### src/rtl/uart_pkg.sv
// uart_pkg: shared transmitter states, parity codes and frame length helper
package uart_pkg;
  typedef enum logic [2:0] {S_IDLE, S_START, S_DATA, S_PARITY, S_STOP} state_t;
  localparam int PAR_NONE = 0;
  localparam int PAR_ODD = 1;
  localparam int PAR_EVEN = 2;
  function automatic int frame_len(input int cpb, input int data_bits, input int parity, input int stop_bits);
    return (1 + data_bits + ((parity != PAR_NONE) ? 1 : 0) + stop_bits) * cpb;
  endfunction
endpackage

### src/rtl/uart_tx_baud_gen.sv
// uart_tx_baud_gen: per-bit cycle counter, bit_tick on the last cycle of each bit
module uart_tx_baud_gen
  import uart_pkg::*;
#(
  parameter int CLKS_PER_BIT = 4
) (
  input  logic clk,
  input  logic rst,
  input  logic clear,
  output logic bit_tick
);
  localparam int W = CLKS_PER_BIT > 1 ? $clog2(CLKS_PER_BIT) : 1;
  logic [W-1:0] cnt;
  assign bit_tick = cnt == W'(CLKS_PER_BIT - 1);
  always_ff @(posedge clk)
    cnt <= (rst || clear || bit_tick) ? '0 : cnt + 1'b1;
endmodule

### src/rtl/uart_tx_frame.sv
// uart_tx_frame: parametrised UART transmitter with request edge detect and one-deep holding register
module uart_tx_frame
  import uart_pkg::*;
#(
  parameter int CLKS_PER_BIT = 4,
  parameter int DATA_BITS = 8,
  parameter int PARITY = 0,
  parameter int STOP_BITS = 1
) (
  input  logic                 clk,
  input  logic                 reset,
  input  logic                 i_Tx_DV,
  input  logic [DATA_BITS-1:0] i_Tx_Byte,
  output logic                 o_Tx_Ready,
  output logic                 o_Tx_Active,
  output logic                 o_Tx_Serial,
  output logic                 o_Tx_Done,
  output logic                 o_Tx_Overrun
);
  localparam logic [3:0] LAST_DATA = 4'(DATA_BITS - 1);
  localparam logic [3:0] LAST_STOP = 4'(STOP_BITS - 1);
  state_t state, state_n;
  logic [3:0] bit_cnt, bit_n;
  logic [DATA_BITS-1:0] hold, hold_n, shift, shift_n;
  logic hold_v, hold_v_n, par, par_n, serial_n, active_n, done_n, ovr_n;
  logic dv_prev, bit_tick, load, req, accept;
  uart_tx_baud_gen #(.CLKS_PER_BIT(CLKS_PER_BIT)) u_baud (
    .clk(clk),
    .rst(reset),
    .clear(state == S_IDLE),
    .bit_tick(bit_tick)
  );
  always_comb begin
    req = i_Tx_DV && !dv_prev;
    state_n = state;
    bit_n = bit_cnt;
    shift_n = shift;
    par_n = par;
    serial_n = o_Tx_Serial;
    active_n = o_Tx_Active;
    done_n = 1'b0;
    load = 1'b0;
    case (state)
      S_IDLE: load = hold_v;
      S_START: if (bit_tick) begin
        state_n = S_DATA;
        serial_n = shift[0];
      end
      S_DATA: if (bit_tick) begin
        if (bit_cnt == LAST_DATA) begin
          state_n = PARITY != PAR_NONE ? S_PARITY : S_STOP;
          bit_n = '0;
          serial_n = PARITY != PAR_NONE ? par : 1'b1;
        end else begin
          bit_n = bit_cnt + 1'b1;
          shift_n = shift >> 1;
          serial_n = shift[1];
        end
      end
      S_PARITY: if (bit_tick) begin
        state_n = S_STOP;
        serial_n = 1'b1;
      end
      S_STOP: if (bit_tick) begin
        if (bit_cnt == LAST_STOP) begin
          done_n = 1'b1;
          bit_n = '0;
          load = hold_v;
          state_n = hold_v ? S_START : S_IDLE;
          active_n = hold_v;
        end else begin
          bit_n = bit_cnt + 1'b1;
        end
      end
      default: state_n = S_IDLE;
    endcase
    if (load) begin
      state_n = S_START;
      bit_n = '0;
      shift_n = hold;
      par_n = ^hold ^ (PARITY == PAR_ODD);
      serial_n = 1'b0;
      active_n = 1'b1;
    end
    accept = req && (!hold_v || load);
    hold_v_n = accept || (hold_v && !load);
    hold_n = accept ? i_Tx_Byte : hold;
    ovr_n = o_Tx_Overrun || (req && hold_v && !load);
  end
  always_ff @(posedge clk) begin
    if (reset) begin
      state <= S_IDLE;
      bit_cnt <= '0;
      shift <= '0;
      hold <= '0;
      hold_v <= 1'b0;
      par <= 1'b0;
      dv_prev <= 1'b0;
      o_Tx_Serial <= 1'b1;
      o_Tx_Active <= 1'b0;
      o_Tx_Done <= 1'b0;
      o_Tx_Overrun <= 1'b0;
    end else begin
      state <= state_n;
      bit_cnt <= bit_n;
      shift <= shift_n;
      hold <= hold_n;
      hold_v <= hold_v_n;
      par <= par_n;
      dv_prev <= i_Tx_DV;
      o_Tx_Serial <= serial_n;
      o_Tx_Active <= active_n;
      o_Tx_Done <= done_n;
      o_Tx_Overrun <= ovr_n;
    end
  end
  assign o_Tx_Ready = !hold_v;
endmodule

### config.mk
export PLATFORM = sky130hd
export DESIGN_NAME = uart_tx_frame
export DESIGN_NICKNAME = d
export VERILOG_FILES = /design/src/rtl/uart_pkg.sv /design/src/rtl/uart_tx_baud_gen.sv /design/src/rtl/uart_tx_frame.sv
export SDC_FILE = /design/constraint.sdc
export NUM_CORES = 1
export LEC_CHECK = 0
export CAP_MARGIN = 20
export CORE_UTILIZATION = 35
export DETAILED_ROUTE_END_ITERATION = 7
export DONT_BUFFER_PORTS = 1
export SYNTH_ARGS = -nofsm -noshare
export SYNTH_HDL_FRONTEND = slang
export SYNTH_HIERARCHICAL = 1
export SYNTH_SLANG_ARGS = --single-unit
### constraint.sdc
create_clock -name clk -period 2.5 [get_ports clk]
set_clock_uncertainty 0.2 [all_clocks]
set_input_delay 0.5 -clock clk [delete_from_list [all_inputs] [get_ports clk]]
set_output_delay 0.5 -clock clk [all_outputs]
set_load 0.1 [all_outputs]
Word-level counts from Yosys, hierarchy flattened
Cells that the tools add are included.

word-level totals
  bits in registers = 31
  input bits = 11
  output and inout port bits = 5

operators by class
  add/subtract/negate cells = 2
  equality and inequality tests = 20
  muxes and demuxes = 32
  bitwise operators = 3
  reduce and logical (&&, ||, !) cells = 29

operators by type and width
  operator                                                                 count
  8-bit 2-to-1 mux                                                         4
  3-bit 2-to-1 mux                                                         6
  4-bit 2-to-1 mux                                                         4
  3-bit case mux with 5 select lines                                       1
  1-bit 2-to-1 mux                                                         14
  7-bit AND reduction                                                      2
  3-bit by 2-bit inequality test with 1-bit output, second input constant  4
  2-bit nonzero test                                                       5
  3-bit AND reduction                                                      3
  2-bit by 1-bit inequality test with 1-bit output, second input constant  4
  2-bit inequality test, second input constant                             4
  4-bit case mux with 2 select lines                                       1
  3-bit by 2-bit equality test with 1-bit output, second input constant    2
  3-bit inequality test, second input constant                             2
  1-bit logical AND                                                        5
  1-bit logical OR                                                         5
  4-bit by 1-bit adder with 4-bit output, second input constant            1
  4-bit by 3-bit equality test with 1-bit output, second input constant    1
  4-bit logical NOT                                                        1
  4-bit AND reduction                                                      1
  4-bit nonzero test                                                       1
  3-bit by 1-bit equality test with 1-bit output, second input constant    1
  3-bit equality test, second input constant                               1
  1-bit logical NOT                                                        3
  other kinds (8)                                                          10

Depth between registers and ports, before layout
  depth in word-level cells = 7
  depth in mapped cells = 7

By module
The synthesis kept the hierarchy.

modules (own cells, without submodules)
  module            instances  cells each  area an instance (µm²)
  uart_tx_frame     1          158         1375.1
  uart_tx_baud_gen  1          5           80.1

Worst setup path before layout
OpenSTA, ideal clock, no wires.

  kind = register to register
  start point = register u_baud.cnt[0]
  end point = register shift[0]
  setup time = 0.091 ns
  arrival time = 1.581 ns
  required time = 2.209 ns
  path slack = 0.628 ns
  cell stages (with the launch flop) = 7
  buffers on the path = 1
  period minus slack after synthesis = 1.872 ns
  path through = dfxtp_1 -> ha_1 -> nor4bb_1 -> and2_1 -> clkbuf_1 -> nand2_1 -> a311oi_1

between the ends
  longest elaborated chain between the ends = 5
  elaborated cells between the ends (all ways) = 8
  classes of those cells = eq/ne: 2; mux: 3; reduce/logical: 3

RTL lines
  element                                                                              RTL line                text
  start, declared                                                                      uart_tx_baud_gen.sv:13  logic [W-1:0] cnt;
  start signal, assigned                                                               uart_tx_baud_gen.sv:16  cnt <= (rst || clear || bit_tick) ? '0 : cnt + 1'b1;
  2-bit equality test *                                                                uart_tx_baud_gen.sv:14  assign bit_tick = cnt == W'(CLKS_PER_BIT - 1);
  via bit_tick                                                                         uart_tx_frame.sv:26     logic dv_prev, bit_tick, load, req, accept;
  1-bit 2-to-1 mux                                                                     uart_tx_frame.sv:64     S_STOP: if (bit_tick) begin
  1-bit case mux with 2 select lines                                                   uart_tx_frame.sv:43     case (state)
  2-bit inequality test (no source line) / 2-bit nonzero test (equally long branches)  -
  3-bit AND reduction (no source line)                                                 -
  end signal, assigned                                                                 uart_tx_frame.sv:106    shift <= shift_n;
  end, declared                                                                        uart_tx_frame.sv:24     logic [DATA_BITS-1:0] hold, hold_n, shift, shift_n;

Mark *: on every way through the listed nets, which the timed path passes. The rest lies on a longest branch.
A chain may end at the register's enable or synchronous reset.

Final worst setup path
  start point = register state[2]
  end point = register bit_cnt[3]

between the ends
  longest elaborated chain between the ends = 3
  elaborated cells between the ends (all ways) = 10
  classes of those cells = eq/ne: 4; mux: 2; reduce/logical: 4

RTL lines
  element                                                                                          RTL line              text
  start, declared                                                                                  uart_tx_frame.sv:22   state_t state, state_n;
  start signal, assigned                                                                           uart_tx_frame.sv:104  state <= state_n;
  3-bit by 2-bit equality test with 1-bit output, or another cell as far along                     uart_tx_frame.sv:43
  2-bit by 1-bit inequality test with 1-bit output (no source line), or another cell as far along  -
  3-bit AND reduction (no source line) / 2-bit OR reduction (equally long branches)                -
  end signal, assigned                                                                             uart_tx_frame.sv:105  bit_cnt <= bit_n;
  end, declared                                                                                    uart_tx_frame.sv:23   logic [3:0] bit_cnt, bit_n;

Parallel ways exist; a longest one is shown, timed or not.

==> results.ini <==
[outcome]
status=finished, final reports clean

[detailed_routing]
first_pass_iters=4
vias=1183
drc=0
ant_nets=0
wirelength_mm=3.07
first_iter_violations=74
avgViaCountPerCell=5.43
wire_per_inst_um=14.1

[setup_path]
critPathArrivalTime_ns=2.16
timing.rr.end=bit_cnt[3]
worst_setup_path_end_kind=register
timing.rr.start=state[2]
crit_type=reg2reg
crit_path_start_kind=register
path_max_fanout=15
reg2reg_depth=4
required_ns=2.53
regToRegSetupSlack_ns=0.37

[floorplanning]
die_height_um=66.5
dieArea_mm2=0.00442
start_util_pct=36.4
fp-row-count=23
ios=16
coreArea_mm2=0.00400
dieWidth_um=66.5

[power_and_ir_drop]
internal_power_w=0.000762
worst_ir_drop_vdd_uv=447
seq_power_share_pct=50.7
p_clk_share_pct=36.9
combPwrFrac_pct=12.4
p_leak_nw=0.609
p_per_area_mw_per_mm2=667
power_switching_w=0.000314
sw_frac_of_total_pct=29.2

[yosys]
synth_flop_cell=dfxtp_1
syn_nets=177
syn_area_mm2=0.00146
synth_edf_count=0
synthArstFlopShare_pct=0
yosysWarnings=6
synth_seq_cells=31
ys_seq_area_share_pct=42.6
avgSynthCellArea_um2=8.93
synth_cell_types=47
synthCells=163

[cts]
clkLatencyLatePin_ns=0.30
htree_levels=2
cts_resized=0
clockBufferDepth=2
clk_pin_slew_ns=0.07
cts_tree=done
cts_hold_buffers=0
clock_sinks=31
cts_buffers=5
ctsRootBufferMaster=clkbuf_8
cts_setup_buffers=0

[grt]
grt_usage_pct=16.4
grt_pass1_vias=1130
met1_usage_pct=20.0
met3_usage_pct=4.28
top_usage_layer=met2
grt_pass1_wl_mm=5.24
antenna_found_initial=0
grt_overflow=0
grt_max_degree=31
grt_use_met2_pct=25.4

[timing]
post-route-period-util_pct=85.3
max_freq_ghz=0.469
max-slew-margin-rel_pct=63.5
hold_viol=0
finalCriticalPeriod_ns=2.13
hold_slack_ns=0.0710
grt_setup_unrepaired=no
drv_slew=0
tns_ns=0
worst_slew_pin_slew_ns=0.548
finalSetupViolCount=0

[final_layout]
num_antenna_cells=0
syn_to_final_growth_pct=10.8
fill_cells=397
layout-drive-gt1-share_pct=11.3
mostFrequentLayoutCells=31 x dfxtp_1, 16 x nor2_1, 16 x nand2_1
final_nets=181
design_area_mm2=0.00161
postLayoutCoreUtil_pct=40.3
mostFrequentLayoutCell=dfxtp_1

[place]
placed_area_mm2=0.00152
gp_congestion=0.861
numPortBuffers=0
hpwlAfterDp_mm=2.10

[min_path]
holdPathEnd=shift[0]
hold_depth=1
hold_path.class=in2reg
min-delay-start=reset

[flow_run]
drv_cap=0

-- critical path, cell delays in order, from the launching register on --
cell and delay, ns:
dfxtp_1 0.62, or3b_4 0.46, mux2_4 0.31, or3_1 0.34, a21oi_1 0.12
-- state kept, by name, indices dropped and copies added (netlist names) --
name / cells
hold: 8
shift: 8
bit_cnt: 4
dv_prev: 1
o_Tx_Done: 1
state: 3
hold_v: 1
u_baud/cnt: 2
o_Tx_Overrun: 1
o_Tx_Serial: 1
o_Tx_Active: 1
-- metrics by stage --
stage,power (W),setup slack [ns],instances
floorplan,0.000666,0.628,163
global placement,0.000684,0.437,210
detailed placement,0.000690,0.401,210
CTS,0.00109,0.389,218
global route,0.00113,0.205,218
finish,0.00108,0.367,218
-- cells in the mapped netlist, types with 2 or more instances --
library cell / number / area [um^2]
a21oi_1: 12 / 60.1
a22oi_1: 3 / 22.5
a311oi_1: 4 / 35.0
buf_2: 4 / 20.0
clkbuf_1: 4 / 15.0
dfxtp_1: 31 / 621
ha_1: 3 / 37.5
inv_1: 4 / 15.0
mux2i_1: 9 / 90.1
nand2_1: 16 / 60.1
nand2b_1: 6 / 37.5
nand3_1: 7 / 35.0
nand3b_1: 2 / 15.0
nor2_1: 16 / 60.1
nor2b_1: 2 / 12.5
nor3_1: 4 / 20.0
o21ai_1: 2 / 10.0
o31ai_1: 3 / 22.5
or3_1: 2 / 12.5
or4_1: 2 / 15.0
-- how the worst max path moves through the flow --
stage | slack (ns) | cells past startpoint | to | start
final | 0.37 | 4 | bit_cnt[3] | state[2]
after global routing | 0.21 | 5 | shift[5] | u_baud/cnt[0]
after CTS | 0.39 | 4 | bit_cnt[3] | state[2]
after detailed placement | 0.40 | 4 | bit_cnt[0] | state[2]
after global placement | 0.44 | 4 | bit_cnt[0] | state[2]
after floorplan | 0.63 | 6 | shift[0] | u_baud/cnt[0]
-- per-layer routing --
layer  up-vias  part of all wire, %  wire length [um]
li1        597                    -                 -
met1       556                   48              1470
met2        22                   45              1390
met3         8                  4.0               122
met4         0                  2.7                82
met5         -                    0                 0
-- cell families after synthesis --
| group | synth area share [%] |
|---|---|
| AND/OR/NAND/NOR | 27.3 |
| AO/OA/AOI/OAI | 15.9 |
| flip-flops | 42.6 |
| buffers and inverters | 3.70 |
| multiplexers | 7.22 |
| adder cells (fa/ha/maj) | 2.58 |
| XOR/XNOR | 0.602 |
-- power groups by stage --
stage          Sequential (W)  Combinational (W)  Clock, W
3_5_place_dp         0.000556           0.000133         0
3_3_place_gp         0.000555           0.000129         0
2_1_floorplan        0.000567          0.0000992         0
5_1_grt              0.000549           0.000147  0.000434
6_report             0.000545           0.000134  0.000397
4_1_cts              0.000545           0.000134  0.000407
-- layout make-up --
cell class | count | area, um^2 | area share (%)
clock buffers | 5 | 68.8 | 4.27
well taps | 50 | 62.6 | 3.88
clock inverters | 3 | 20.0 | 1.24
inverters | 4 | 15.0 | 0.931
repair buffers | 6 | 45.0 | 2.79
flip-flops and latches | 31 | 621 | 38.5
multi-input cells | 119 | 781 | 48.4
Note: power is estimated with default switching activity, not from simulation.
